$ cat config.mk
export PLATFORM = sky130hd
export DESIGN_NAME = alu_div_flat
export DESIGN_NICKNAME = d
export VERILOG_FILES = /design/src/rtl/alu_fp_pkg.sv /design/src/rtl/alu_div_if.sv /design/src/rtl/div_mant_restoring.sv /design/src/rtl/alu_div.sv /design/src/flat_wrapper.sv
export SDC_FILE = /design/constraint.sdc
export NUM_CORES = 1
export LEC_CHECK = 0
export BUFFER_PORTS_ARGS = -buffer_cell sky130_fd_sc_hd__buf_2
export CAP_MARGIN = 0
export CORE_AREA = 5 5 137 139
export DETAILED_ROUTE_END_ITERATION = 10
export DIE_AREA = 0 0 142 144
export PLACE_DENSITY = 0.79
export SYNTH_ARGS = -nofsm -noshare
export SYNTH_HDL_FRONTEND = slang
export SYNTH_SLANG_ARGS = --single-unit
$ cat constraint.sdc
create_clock -name clk -period 6.4 [get_ports clk]
set_input_delay 0.64 -clock clk [delete_from_list [all_inputs] [get_ports clk]]
set_output_delay 0.64 -clock clk [all_outputs]
set_load 0.005 [all_outputs]
$ cat src/rtl/alu_fp_pkg.sv
`default_nettype none
// ============================================================================
// Module  : alu_fp_pkg
// Brief   : FP32 field layout, divider state encoding, constants and
//           operand classifiers shared by the ALU floating-point units.
// Rev     : 1.0  initial release
// ============================================================================
package alu_fp_pkg;

  typedef struct packed {
    logic        sign;
    logic [7:0]  exp;
    logic [22:0] mant;
  } fp32_t;

  typedef enum logic [1:0] {
    IDLE = 2'd0,
    DIV  = 2'd1,
    NORM = 2'd2,
    DONE = 2'd3
  } div_state_t;

  localparam logic [31:0] FP_QNAN    = 32'h7FC0_0000;
  localparam logic [7:0]  FP_EXP_MAX = 8'hFF;
  localparam int          EXP_BIAS   = 127;

  // Denormals are flushed: any operand with a zero exponent field counts as zero.
  function automatic logic fp_is_zero(input fp32_t x);
    return (x.exp == 8'h00);
  endfunction

  function automatic logic fp_is_inf(input fp32_t x);
    return (x.exp == FP_EXP_MAX) && (x.mant == 23'h0);
  endfunction

  function automatic logic fp_is_nan(input fp32_t x);
    return (x.exp == FP_EXP_MAX) && (x.mant != 23'h0);
  endfunction

endpackage
`default_nettype wire

$ cat src/rtl/alu_div_if.sv
`default_nettype none
// ============================================================================
// Module  : alu_div_if
// Brief   : start/done handshake and operand/result bus of the FP32 divider.
// Rev     : 1.0  initial release
// ============================================================================
interface alu_div_if;

  logic        start;
  logic [31:0] dataA;
  logic [31:0] dataB;
  logic [31:0] Resultado;
  logic        busy;
  logic        done;

  modport master (
    output start,
    output dataA,
    output dataB,
    input  Resultado,
    input  busy,
    input  done
  );

  modport slave (
    input  start,
    input  dataA,
    input  dataB,
    output Resultado,
    output busy,
    output done
  );

endinterface
`default_nettype wire

$ cat src/rtl/div_mant_restoring.sv
`default_nettype none
// ============================================================================
// Module  : div_mant_restoring
// Brief   : restoring mantissa divider, one quotient bit per step.
// Rev     : 1.0  initial release
// ============================================================================
module div_mant_restoring #(
  parameter int QBITS = 25
) (
  input  logic             clk,
  input  logic             reset,
  input  logic             load,
  input  logic             step,
  input  logic [23:0]      ma,
  input  logic [23:0]      mb,
  output logic [QBITS-1:0] q,
  output logic [25:0]      r
);

  logic [25:0]      r_rem;
  logic [23:0]      r_mb;
  logic [QBITS-1:0] r_quo;

  logic             w_ge;
  logic [24:0]      w_diff;

  // The remainder stays below 2*mb, so after a subtraction it fits in 25 bits.
  assign w_ge   = (r_rem >= {2'b00, r_mb});
  assign w_diff = r_rem[24:0] - {1'b0, r_mb};

  always_ff @(posedge clk or posedge reset) begin
    if (reset) begin
      r_rem <= '0;
      r_mb  <= '0;
      r_quo <= '0;
    end else if (load) begin
      r_rem <= {2'b00, ma};
      r_mb  <= mb;
      r_quo <= '0;
    end else if (step) begin
      r_quo <= {r_quo[QBITS-2:0], w_ge};
      r_rem <= w_ge ? {w_diff, 1'b0} : {r_rem[24:0], 1'b0};
    end
  end

  assign q = r_quo;
  assign r = r_rem;

endmodule
`default_nettype wire

$ cat src/rtl/alu_div.sv
`default_nettype none
// ============================================================================
// Module  : alu_div
// Brief   : iterative FP32 divider Resultado = dataA / dataB, fixed latency,
//           truncating, start/busy/done handshake.
// Rev     : 1.0  initial release
// ============================================================================
module alu_div #(
  parameter int QBITS    = 25,
  parameter int EXP_BIAS = alu_fp_pkg::EXP_BIAS
) (
  input  logic     clk,
  input  logic     reset,
  alu_div_if.slave bus
);

  import alu_fp_pkg::*;

  localparam logic [1:0] c_st_idle = IDLE;
  localparam logic [1:0] c_st_div  = DIV;
  localparam logic [1:0] c_st_norm = NORM;
  localparam logic [1:0] c_st_done = DONE;
  localparam logic [4:0] c_last    = 5'(QBITS - 1);

  logic [1:0]        r_state;
  logic [4:0]        r_cnt;
  fp32_t             r_opa;
  fp32_t             r_opb;
  logic signed [9:0] r_exp;
  logic [31:0]       r_result;
  logic              r_done;

  logic              w_load;
  logic              w_step;
  logic [QBITS-1:0]  w_q;
  logic [25:0]       w_rem_unused;
  logic signed [9:0] w_exp_cap;
  logic signed [9:0] w_exp_n;
  logic [22:0]       w_mant;
  logic              w_sign;
  logic              w_nan;
  logic              w_inf;
  logic              w_zero;
  logic [31:0]       w_res;

  assign w_load = (r_state == c_st_idle) && bus.start;
  assign w_step = (r_state == c_st_div);

  div_mant_restoring #(
    .QBITS (QBITS)
  ) u_mant (
    .clk   (clk),
    .reset (reset),
    .load  (w_load),
    .step  (w_step),
    .ma    ({1'b1, bus.dataA[22:0]}),
    .mb    ({1'b1, bus.dataB[22:0]}),
    .q     (w_q),
    .r     (w_rem_unused)
  );

  assign w_exp_cap = $signed({2'b00, bus.dataA[30:23]})
                   - $signed({2'b00, bus.dataB[30:23]})
                   + 10'(EXP_BIAS);

  // Quotient lies in [0.5, 2): the top bit selects which window is the mantissa.
  assign w_exp_n = w_q[QBITS-1] ? r_exp : (r_exp - 10'sd1);
  assign w_mant  = w_q[QBITS-1] ? w_q[QBITS-2:QBITS-24] : w_q[QBITS-3:QBITS-25];
  assign w_sign  = r_opa.sign ^ r_opb.sign;

  assign w_nan  = fp_is_nan(r_opa) || fp_is_nan(r_opb)
               || (fp_is_zero(r_opa) && fp_is_zero(r_opb))
               || (fp_is_inf(r_opa)  && fp_is_inf(r_opb));
  assign w_inf  = fp_is_inf(r_opa)  || fp_is_zero(r_opb);
  assign w_zero = fp_is_zero(r_opa) || fp_is_inf(r_opb);

  always_comb begin
    w_res = {w_sign, w_exp_n[7:0], w_mant};
    if (w_nan) begin
      w_res = FP_QNAN;
    end else if (w_inf || (w_exp_n >= 10'sd255)) begin
      w_res = {w_sign, FP_EXP_MAX, 23'h0};
    end else if (w_zero || (w_exp_n <= 10'sd0)) begin
      w_res = {w_sign, 31'h0};
    end
  end

  always_ff @(posedge clk or posedge reset) begin
    if (reset) begin
      r_state  <= c_st_idle;
      r_cnt    <= '0;
      r_opa    <= '0;
      r_opb    <= '0;
      r_exp    <= '0;
      r_result <= '0;
      r_done   <= 1'b0;
    end else begin
      r_done <= 1'b0;
      case (r_state)
        c_st_idle: begin
          if (bus.start) begin
            r_opa   <= bus.dataA;
            r_opb   <= bus.dataB;
            r_exp   <= w_exp_cap;
            r_cnt   <= '0;
            r_state <= c_st_div;
          end
        end
        c_st_div: begin
          if (r_cnt == c_last) begin
            r_state <= c_st_norm;
          end else begin
            r_cnt <= r_cnt + 5'd1;
          end
        end
        c_st_norm: begin
          r_result <= w_res;
          r_state  <= c_st_done;
        end
        c_st_done: begin
          r_done  <= 1'b1;
          r_state <= c_st_idle;
        end
        default: r_state <= c_st_idle;
      endcase
    end
  end

  assign bus.Resultado = r_result;
  assign bus.busy      = (r_state != c_st_idle);
  assign bus.done      = r_done;

endmodule
`default_nettype wire

$ cat src/flat_wrapper.sv
// flat-port wrapper written by rule: the top's interface ports become plain ports
module alu_div_flat import alu_fp_pkg::*;
#(
  parameter int QBITS    = 25,
  parameter int EXP_BIAS = alu_fp_pkg::EXP_BIAS
)
  (clk, reset, bus_start, bus_dataA, bus_dataB, bus_Resultado, bus_busy, bus_done);
  alu_div_if bus_i ();
  input  logic clk;
  input  logic reset;
  input wire logic [$bits(bus_i.start)-1:0] bus_start;
  input wire logic [$bits(bus_i.dataA)-1:0] bus_dataA;
  input wire logic [$bits(bus_i.dataB)-1:0] bus_dataB;
  output wire logic [$bits(bus_i.Resultado)-1:0] bus_Resultado;
  output wire logic [$bits(bus_i.busy)-1:0] bus_busy;
  output wire logic [$bits(bus_i.done)-1:0] bus_done;
  assign bus_i.start = bus_start;
  assign bus_i.dataA = bus_dataA;
  assign bus_i.dataB = bus_dataB;
  assign bus_Resultado = bus_i.Resultado;
  assign bus_busy = bus_i.busy;
  assign bus_done = bus_i.done;
  alu_div #(.QBITS(QBITS), .EXP_BIAS(EXP_BIAS)) u_core (.clk(clk), .reset(reset), .bus(bus_i));
endmodule
# Yosys cells after proc, flatten, opt, wreduce, memory -nomap -nowiden
# Index checks and enable logic that the tools add are counted.
# Widths: inputs -> output; s select.
[totals]
inputBits = 67
elab_cells = 76
reg_bits = 189
[op_classes]
reduce_logical = 27
bitwise_logic = 1
muxes = 17
eq_ne = 9
order_cmp = 3
addsub = 5
[ops]
columns = ["op", "n"]
rows = [
  ["$mux 26", 3],
  ["$mux 31", 2],
  ["$mux 25", 2],
  ["$logic_not 23->1", 2],
  ["$reduce_bool 23->1", 2],
  ["$mux 32", 1],
  ["$ge 26x24->1", 1],
  ["$sub 25x24->25", 1],
  ["$mux 23", 1],
  ["$eq 8x8->1 const B", 2],
  ["$logic_not 8->1", 2],
  ["$add 10x8->10 const B", 1],
  ["$ge 10x9->1 const B", 1],
  ["$le 10x1->1 const B", 1],
  ["$mux 10", 1],
  ["$mux 5", 2],
  ["$pmux 5 s2", 1],
  ["$sub 10x2->10 const B", 1],
  ["$sub 8x8->9", 1],
  ["$pmux 2 s4", 1],
  ["$logic_and 1x1->1", 7],
  ["$logic_or 1x1->1", 7],
  ["$reduce_bool 2->1", 3],
  ["$add 5x1->5 const B", 1],
  ["other kinds (11)", 15],
]

# Depth between registers and ports, before layout
# Gate-level depths: netlist of the first run.
[depth]
ltp_word = 7
depth_mapped = 13

# Cells and area by module
# A second synthesis of the first run with hierarchy kept.
[hier_totals]
hier_cells = 1054
area_unflattened_um2 = 10591.4
[modules_own_cells]
columns = ["module", "area_per_inst_um2", "cells_per_inst", "n_inst"]
rows = [
  ["alu_div", 5939.4, 524, 1],
  ["div_mant_restoring", 4652.0, 530, 1],
]

# Worst setup path after synthesis of the first run
# No wires, ideal clock.
[synth_timing]
path_type = "reg-to-reg"
from = "register u_core.r_exp[0]"
to = "register u_core.r_result[10] (netlist: u_core.bus.Resultado[10])"
t_required_ns = 6.256
stages_incl_launch_ff = 14
slack_ns = 3.341
period_less_slack_ns = 3.059
path_buffers = 3
arrival_ns = 2.915
path_cell_list = "dfrtp_1 > inv_1 > ha_1 > or3b_1 > buf_2 > xor2_1 > o31a_1 > o31a_1 > o41a_1 > o211ai_4 > or2_1 > buf_6 > buf_12 > o22ai_2"
[synth_via]
elab_chain_len = 7
elab_cells_between_ends = 9
cone_classes = "1 x add/sub; 2 x order compare; 4 x mux; 2 x reduce/logical"
[synth_lines]
columns = ["element", "line", "source"]
rows = [
  ["from (decl)", "alu_div.sv:29", "logic signed [9:0] r_exp;"],
  ["from (signal assigned)", "alu_div.sv:104", "r_exp <= w_exp_cap;"],
  ["$sub 10x2->10", "alu_div.sv:67", "assign w_exp_n = w_q[QBITS-1] ? r_exp : (r_exp - 10'sd1);"],
  ["$mux 10 *", "alu_div.sv:67", ""],
  ["$le 10x1->1", "alu_div.sv:83", "end else if (w_zero || (w_exp_n <= 10'sd0)) begin"],
  ["$logic_or 1x1->1", "alu_div.sv:83", ""],
  ["$mux 31", "alu_div.sv:83", ""],
  ["$mux 31 *", "alu_div.sv:81", "end else if (w_inf || (w_exp_n >= 10'sd255)) begin"],
  ["$mux 32 *", "alu_div.sv:79", "if (w_nan) begin"],
  ["to (signal assigned)", "alu_div.sv:117", "r_result <= w_res;"],
  ["to (decl)", "alu_div.sv:30", "logic [31:0] r_result;"],
]
# Mark *: on every way between the ends. The rest lies on a longest branch, timed or not.
# A chain may end at the register's enable or synchronous reset.

# Worst setup path in the final report of the first run
[layout_timing]
from = "register u_core.r_exp[0]"
to = "register u_core.r_result[21] (netlist: u_core.bus.Resultado[21])"
# Same word-level chain as after synthesis.

==> results of run 1 <==
registers in the layout, indices dropped and copies added (netlist names):
register              flops
u_core.bus.done           1
u_core.r_opb              9
u_core.r_cnt              5
u_core.u_mant.r          26
u_core.u_mant.r_mb       24
u_core.r_opa             32
u_core.u_mant.q          25
u_core.r_exp             10
u_core.bus.Resultado     32
u_core.r_state            2
cell type report:
| class | instances | area (um2) |
|---|---|---|
| clock buffers | 18 | 429 |
| fillers | 1526 | 7040 |
| inverters | 80 | 305 |
| flip-flops and latches | 166 | 4150 |
| multi-input cells | 726 | 4630 |
| repair buffers | 108 | 561 |
| clock inverters | 13 | 125 |
| well taps | 229 | 287 |
critical path, delay by kind of cell (launching register included):
| kind | cells | cell delay, ns |
|---|---|---|
| simple gates | 2 | 1.37 |
| flops | 1 | 0.45 |
| compound gates | 5 | 1.41 |
| xor+xnor | 1 | 0.18 |
| buf+inv | 1 | 0.11 |
| fa+ha+maj | 1 | 0.20 |
routing by layer:
| layer | vias up | GRT usage, % | share of wire (%) |
|---|---|---|---|
| met1 | 3567 | 28.5 | 43 |
| met5 | - | 0 | 0 |
| met3 | 32 | 4.46 | 6.1 |
| met2 | 248 | 36.5 | 49 |
| li1 | 3698 | - | - |
| met4 | 0 | 6.21 | 1.5 |
final timing paths:
check                                           end
min in group asynchronous   u_core.bus.Resultado[9]
max in group asynchronous        u_core.u_mant.r[5]
min reg2reg                  u_core.u_mant.r_mb[23]
min                                u_core.r_opa[31]
max                        u_core.bus.Resultado[21]
max reg2reg                u_core.bus.Resultado[21]
cells in the final DEF (no fill, tap or decap), types with 3 or more instances in the layout:
cell type | netlist | final
a21oi_1 | 30 | 30
nand4_1 | 13 | 13
a21boi_0 | 3 | 3
o21bai_1 | 5 | 5
buf_2 | 1 | 100
clkinv_4 | 0 | 3
nand2_1 | 180 | 179
inv_1 | 79 | 78
nor2_1 | 63 | 63
o22ai_1 | 3 | 3
o31ai_1 | 3 | 3
nand2b_1 | 5 | 5
a21o_1 | 13 | 13
buf_4 | 0 | 8
o22ai_2 | 19 | 19
o211ai_1 | 4 | 4
inv_6 | 0 | 6
nor3_1 | 10 | 10
nor2b_1 | 7 | 7
dfrtp_1 | 166 | 166
xor2_1 | 19 | 19
o31a_1 | 3 | 3
ha_1 | 40 | 39
clkbuf_16 | 0 | 17
o22a_1 | 8 | 8
xnor2_1 | 23 | 23
nand3_1 | 33 | 33
o21ai_0 | 97 | 96
nor3b_1 | 4 | 4
o211a_1 | 16 | 16
o21a_1 | 5 | 5
or3_1 | 4 | 4
or4_1 | 5 | 5
nor4_1 | 20 | 20
a31oi_1 | 10 | 10
mux2i_1 | 49 | 49
cells by family after synthesis:
logic type | after synthesis | synth area share [%]
AOI/OAI and AO/OA | 238 | 17.6
xor gates and xnor gates | 42 | 3.94
adders and majority gates | 42 | 5.79
buffers and inverters | 134 | 5.92
DFF | 166 | 44.5
muxes | 49 | 5.26
and+or+nand+nor | 355 | 17.0
through the flow:
step / hold WS, ns / cell area (um2) / utilization, % / total power, mW / instances
2_1_floorplan: 0.418 / 9330 / - / 4.07 / 1026
6_report: 0.409 / 10500 / 59.8 / 5.73 / 1340
4_1_cts: 0.397 / 10500 / 59.8 / 5.73 / 1340
3_3_place_gp: 0.432 / 9940 / 56.7 / 4.64 / 1309
3_5_place_dp: 0.438 / 9940 / 56.7 / 4.72 / 1309
5_1_grt: 0.401 / 10500 / 59.8 / 6.19 / 1340
power groups by stage:
stage | Sequential [mW] | Combinational, mW | Clock (mW)
2_1_floorplan | 1.72 | 2.35 | 0
4_1_cts | 1.81 | 2.94 | 0.986
3_5_place_dp | 1.82 | 2.90 | 0
3_3_place_gp | 1.80 | 2.83 | 0
5_1_grt | 1.87 | 3.29 | 1.03
6_report | 1.81 | 2.95 | 0.969
==> impl_metrics.json, run 1 <==
{
  "core_um2": 17500,
  "preCtsSetupSlack_ns": 2.51,
  "grt_overflow": 0,
  "syn-num-nets": 1135,
  "synthArstFlopShare_pct": 100,
  "core.rowCount": 49,
  "cp_max_fo": 22,
  "synth_cells": 1026,
  "synth_seq_cells": 166,
  "yosysWarnings": 0,
  "numPortBuffers": 100,
  "drive_gt1_share_pct": 14.9,
  "criticalPathCategory": "reg -> reg",
  "num_vias": 7545,
  "synth-edff-count": 0,
  "slew_violations": 0,
  "finalSetupViolCount": 0,
  "hold-path-cell-count": 3,
  "cts_root_buffer": "clkbuf_16",
  "fmax_ghz": 0.257,
  "avgSynthCellArea_um2": 9.09,
  "fin_ws_ns": 2.51,
  "max_stage_delay_ns": 0.89,
  "vdd_drop_max_mv": 0.292,
  "hold_buffers": 0,
  "area_growth_pct": 12.5,
  "critPathLaunchType": "flop",
  "initial_core_util_pct": 53.2,
  "r2r_slack_ns": 2.51,
  "grt_pass1_wl_um": 35500,
  "die_area_um2": 20400,
  "slowest_stage": "or2_1",
  "cp.required_ns": 6.66,
  "yosysTopAreaCell": "dfrtp_1",
  "arrival_ns": 4.16,
  "clk_pin_slew_worst_paths_ns": 0.07,
  "setup_tns_ns": 0,
  "ff2ff_path_depth": 10,
  "rsz0062_at_grt": "false",
  "synth.distinct_cells": 60,
  "grt_max_degree": 115,
  "viasPerCell": 5.63,
  "clockPowerShare_pct": 16.9,
  "ios": 101,
  "cts_sinks": 166,
  "hpwlAfterDp_um": 15300,
  "cts_tree": "done",
  "dr.pass1.iters": 5,
  "cpMostUsedCell": "o31a_1",
  "die_h_um": 144,
  "hp-class": "in -> reg",
  "powerDensity_nw_per_um2": 546,
  "wl_per_cell_um": 16.1,
  "tightest_slew_ns": 1.10,
  "synth-main-ff-cell": "dfrtp_1",
  "p_leak_nw": 5.03,
  "cts_max_path_buffers": 2,
  "cts_made_buffers": 17,
  "cts_resized": 0,
  "r2r_start": "u_core.r_exp[0]",
  "finalHoldViolations": 0,
  "cts_setup_buffers": 0,
  "cts_max_level": 4,
  "grt_pass1_vias": 7321,
  "nets": 1208,
  "antenna_found_initial": 0,
  "track_usage_pct": 21.6,
  "clock_skew_ns": 0.0109,
  "drc": 0,
  "min-delay-start": "bus_dataA[31]",
  "drt-total-wl_um": 21600,
  "synthTopCellsByArea": "dfrtp_1 (45%), nand2_1 (7.2%), ha_1 (5.4%), mux2i_1 (5.3%), o21ai_0 (5.2%)",
  "outcome": "completed",
  "clock_latency_ns": 0.44,
  "switching_share_pct": 43.8,
  "n_antenna_cell": 0,
  "place_congestion": 0.929,
  "synth_top_area_share_pct": 44.5,
  "fin_crit_sh_pct": 60.8,
  "critPathLaunch": "u_core.r_exp[0]",
  "synth_common_cells": "nand2_1 (180), dfrtp_1 (166), o21ai_0 (97)",
  "drt_iter0_markers": 564,
  "ant_nets": 0,
  "path_cells": "inv_1, ha_1, or3b_1, xor2_1, o31a_1, o31a_1, o41a_1, o211ai_4, or2_1, o22ai_1",
  "dieWidth_um": 142,
  "endpoint_kind": "flop",
  "max-cap-violations": 0,
  "combPwrFrac_pct": 51.4,
  "yosysMostFrequentCell": "nand2_1",
  "relSlewSlack_pct": 26.7,
  "intPower_mw": 3.22,
  "switchingPower_mw": 2.51,
  "synth_area_um2": 9330,
  "period_needed_ns": 3.89,
  "yosysSeqAreaShare_pct": 44.5,
  "p_seq_share_pct": 31.7
}
Note: power is estimated with default switching activity, not from simulation.
==> run 2, diff against run 1 <==
clock period = 3.65 ns   (was 6.4 ns; I/O delays follow)
==> impl_metrics.json, run 2 (synthesis results as in run 1) <==
{
  "final_cell_mix": "nand2_1 (179), dfrtp_1 (166), buf_2 (100), o21ai_0 (96), inv_1 (78)",
  "dieWidth_um": 142,
  "ant_nets": 0,
  "hold_buffers": 0,
  "hpwlAfterDp_um": 15500,
  "die_h_um": 144,
  "nets": 1213,
  "cts_resized": 0,
  "viasPerCell": 5.66,
  "core_um2": 17500,
  "p_leak_nw": 5.06,
  "slew_violations": 0,
  "rsz0062_at_grt": "false",
  "area_growth_pct": 13.4,
  "finalSetupViolCount": 0,
  "drt-total-wl_um": 22300,
  "critPathLaunchType": "flop",
  "vdd_drop_max_mv": 0.533,
  "hp-class": "in -> reg",
  "ios": 101,
  "cp_max_fo": 22,
  "arrival_ns": 3.75,
  "die_area_um2": 20400,
  "nFillCells": 1526,
  "fmax_ghz": 0.290,
  "track_usage_pct": 22.4,
  "clock_latency_ns": 0.44,
  "max-cap-violations": 0,
  "fin_crit_sh_pct": 94.4,
  "criticalPathCategory": "reg -> reg",
  "cts_sinks": 166,
  "grt_pass1_wl_um": 36900,
  "tightest_slew_ns": 0.903,
  "initial_core_util_pct": 53.2,
  "n_antenna_cell": 0,
  "grt_max_degree": 167,
  "cts_max_level": 4,
  "layout_commonest_cell": "nand2_1",
  "dr.pass1.iters": 5,
  "instances_no_fill": 1345,
  "clk_pin_slew_worst_paths_ns": 0.07,
  "endpoint_kind": "flop",
  "wl_per_cell_um": 16.6,
  "dp.cells": 1314,
  "period_needed_ns": 3.45,
  "numPortBuffers": 100,
  "finalHoldViolations": 0,
  "drt_iter0_markers": 553,
  "drive_gt1_share_pct": 15.4,
  "cts_made_buffers": 17,
  "drc": 0,
  "cts_max_path_buffers": 2,
  "clock_skew_ns": 0.00871,
  "cts_setup_buffers": 0,
  "num_vias": 7615,
  "place_congestion": 0.930,
  "powerDensity_nw_per_um2": 970,
  "antenna_found_initial": 0,
  "cts_tree": "done",
  "core.rowCount": 49,
  "grt_overflow": 0,
  "cp.required_ns": 3.95,
  "cts_root_buffer": "clkbuf_16",
  "relSlewSlack_pct": 39.8,
  "r2r_slack_ns": 0.20,
  "grt_pass1_vias": 7518,
  "setup_tns_ns": 0,
  "outcome": "completed"
}
-- run 2: per-stage QoR --
stage / total power [mW] / utilization [%] / instance area [um2] / setup slack [ns] / hold slack [ns]
2_1_floorplan: 7.14 / - / 9330 / 0.591 / 0.418
3_3_place_gp: 8.19 / 56.9 / 9980 / 0.362 / 0.434
3_5_place_dp: 8.34 / 56.9 / 9980 / 0.254 / 0.440
4_1_cts: 10.2 / 60.3 / 10600 / 0.204 / 0.117
5_1_grt: 11.1 / 60.3 / 10600 / 0.0314 / 0.131
6_report: 10.3 / 60.3 / 10600 / 0.204 / 0.122
-- run 2: layer usage --
layer  GRT usage [%]  vias up  routed length [um]
met5               0        -                   0
met4            7.22        0                 414
met3            4.10       34                1190
met2            38.6      209               11000
met1            28.7     3667                9710
li1                -     3705                   -
-- run 2: final cells by class --
type / count / area (um2) / area share (%)
Clock buffer: 17 / 425 / 4.02
Clock inverter: 14 / 165 / 1.56
Inverter: 80 / 304 / 2.88
Multi-Input combinational cell: 726 / 4630 / 43.8
Sequential cell: 166 / 4150 / 39.3
Tap cell: 229 / 287 / 2.71
Timing Repair Buffer: 113 / 611 / 5.77
-- run 2: path summary, 6_finish.rpt --
path,endpoint,cells past startpoint,startpoint
max,u_core.bus.Resultado[21],11,u_core.r_exp[0]
min,u_core.r_opb[31],3,bus_dataB[31]
max reg2reg,u_core.bus.Resultado[21],11,u_core.r_exp[0]
min reg2reg,u_core.u_mant.r_mb[23],2,u_core.u_mant.r_mb[23]
max in group asynchronous,u_core.u_mant.r_mb[19],3,reset
min in group asynchronous,u_core.r_opb[27],3,reset
-- run 2: report_power, final --
group / leakage [nW] / internal, mW / switching (mW)
logic: 2.68 / 2.14 / 3.09
registers: 2.10 / 2.59 / 0.607
clock network: 0.277 / 1.02 / 0.802
-- run 2: worst max-delay path: stages, from the launching register on --
cell and delay, ns:
dfrtp_1 0.45, inv_1 0.11, ha_1 0.23, or3b_1 0.48
xor2_1 0.18, o31a_1 0.24, o31a_1 0.23, o41a_1 0.48
o211ai_4 0.30, or2_1 0.16, buf_4 0.31, o22ai_1 0.15
==> run 3, diff against run 2 <==
GPL_TIMING_DRIVEN = 0   (was unset)
==> impl_metrics.json, run 3 (synthesis results as in run 1) <==
{
  "outcome": "completed",
  "viasPerCell": 5.68,
  "powerDensity_nw_per_um2": 969,
  "grt_overflow": 0,
  "fin_crit_sh_pct": 92.7,
  "layout_commonest_cell": "nand2_1",
  "grt_pass1_wl_um": 38900,
  "cts_sinks": 166,
  "grt_max_degree": 46,
  "p_seq_share_pct": 30.3,
  "num_vias": 7895,
  "n_antenna_cell": 0,
  "clockPowerShare_pct": 17.5,
  "wl_per_cell_um": 17.0,
  "drt_iter0_markers": 568,
  "die_area_um2": 20400,
  "slew_violations": 0,
  "r2r_slack_ns": 0.27,
  "r2r_start": "u_core.u_mant.r_mb[0]",
  "grt_pass1_vias": 7693,
  "antenna_found_initial": 0,
  "tightest_slew_ns": 0.743,
  "clk_pin_slew_worst_paths_ns": 0.07,
  "dp.cells": 1359,
  "combPwrFrac_pct": 52.1,
  "place_congestion": 0.988,
  "cp.required_ns": 3.99,
  "hp-class": "in -> async",
  "finalHoldViolations": 0,
  "instances_no_fill": 1391,
  "relSlewSlack_pct": 50.5,
  "max_stage_delay_ns": 0.45,
  "slowest_stage": "dfrtp_1",
  "vdd_drop_max_mv": 0.458,
  "criticalPathCategory": "reg -> reg",
  "numPortBuffers": 100,
  "switchingPower_mw": 4.68,
  "cts_max_level": 4,
  "fmax_ghz": 0.296,
  "cp_max_fo": 10,
  "timing.hold.ws_ns": 0.0130,
  "period_needed_ns": 3.38,
  "max-cap-violations": 0,
  "hold_buffers": 0,
  "cts_root_buffer": "clkbuf_16",
  "drive_gt1_share_pct": 14.4,
  "r2r_end": "u_core.u_mant.r[7]",
  "p_leak_nw": 5.14,
  "initial_core_util_pct": 53.2,
  "dr.pass1.iters": 5,
  "hpwlAfterDp_um": 17800,
  "area_growth_pct": 15.8,
  "clock_latency_ns": 0.44,
  "ant_nets": 0,
  "path_cells": "ha_1, fa_1, nor2b_1, o2111ai_1, a31oi_1, o21a_1, o21ai_0, and2_1, clkbuf_1, clkbuf_1, o211a_1, o21ai_0",
  "clock_skew_ns": 0.0117,
  "track_usage_pct": 24.0,
  "finalSetupViolCount": 0,
  "cts_tree": "done",
  "nets": 1258,
  "rsz0062_at_grt": "true",
  "drt-total-wl_um": 23600,
  "ff2ff_path_depth": 12,
  "endpoint_kind": "flop",
  "cts_made_buffers": 17,
  "core_um2": 17500,
  "die_h_um": 144,
  "cts_max_path_buffers": 2,
  "switching_share_pct": 44.7,
  "arrival_ns": 3.73,
  "drc": 0,
  "ios": 101,
  "intPower_mw": 5.78,
  "core.rowCount": 49,
  "dieWidth_um": 142,
  "final_cell_mix": "nand2_1 (180), dfrtp_1 (166), buf_2 (101), o21ai_0 (97), inv_1 (78)",
  "critPathLaunchType": "flop"
}
==> run 3: cell count changes in the layout (fill, tap and decap cells not counted), moves of 2 or more <==
cell        previous run  this run
buf_1                  0         5
buf_12                 1         6
clkinv_8               0         2
buf_6                  0         2
inv_8                  2         4
clkbuf_1               0        43
clkinvlp_4             5         1
buf_4                 12         0
==> run 3: cell type report <==
cell class	instances	area (um2)
clock buffers	17	425
fillers	1548	6740
flip-flops and latches	166	4150
multi-input cells	726	4620
repair buffers	104	581
well taps	229	287
clock inverters	15	174
inverters	80	304
plain buffers	54	253
==> run 3: worst max-delay path: cells and delay by family (launching register included) <==
kind                     cells  cell delay [ns]
AO/OA/AOI/OAI                6             1.33
adder cells (fa/ha/maj)      2             0.64
flip-flops                   1             0.45
AND/OR/NAND/NOR              2             0.38
buffers and inverters        2             0.48
==> run 3: what timing repair did <==
action | in CTS | in global routing
setup endpoints to repair | 0 | 7
resized for setup | 0 | 2
setup buffers | 0 | 0
==> run 3: worst max path at each step <==
stage,startpoint,endpoint,slack (ns)
floorplan,u_core.r_exp[0],u_core.bus.Resultado[10],0.59
global placement,reset,u_core.u_mant.r_mb[21],0.20
detailed placement,u_core.r_exp[0],u_core.bus.Resultado[4],0.32
CTS,u_core.r_exp[0],u_core.bus.Resultado[4],0.31
global route,u_core.u_mant.r_mb[0],u_core.u_mant.r[4],-0.01
finish,u_core.u_mant.r_mb[0],u_core.u_mant.r[7],0.27
==> run 3: routing by layer <==
metal,share of wire (%),vias to the layer above,global-route usage [%]
li1,-,3811,-
met4,2.7,0,8.33
met2,49,294,40.4
met1,42,3744,31.4
met3,5.9,46,4.23
met5,0,-,0
==> run 3: power by group through the flow <==
stage	clock network, mW	logic (mW)	registers, mW
4_1_cts	1.86	5.40	3.16
3_3_place_gp	0	5.21	3.15
5_1_grt	1.93	6.12	3.26
2_1_floorplan	0	4.12	3.02
3_5_place_dp	0	5.34	3.18
6_report	1.83	5.45	3.17
==> run 3: stage by stage <==
stage               setup WS [ns]  area [um2]  TNS, ns  power [mW]  util, %
CTS                         0.306       10800        0        10.4     61.6
finish                      0.266       10800        0        10.5     61.6
detailed placement          0.322       10200        0        8.52     58.2
global route              -0.0148       10800  -0.0256        11.3     61.6
floorplan                   0.591        9330        0        7.14        -
global placement            0.197       10100        0        8.36     57.7
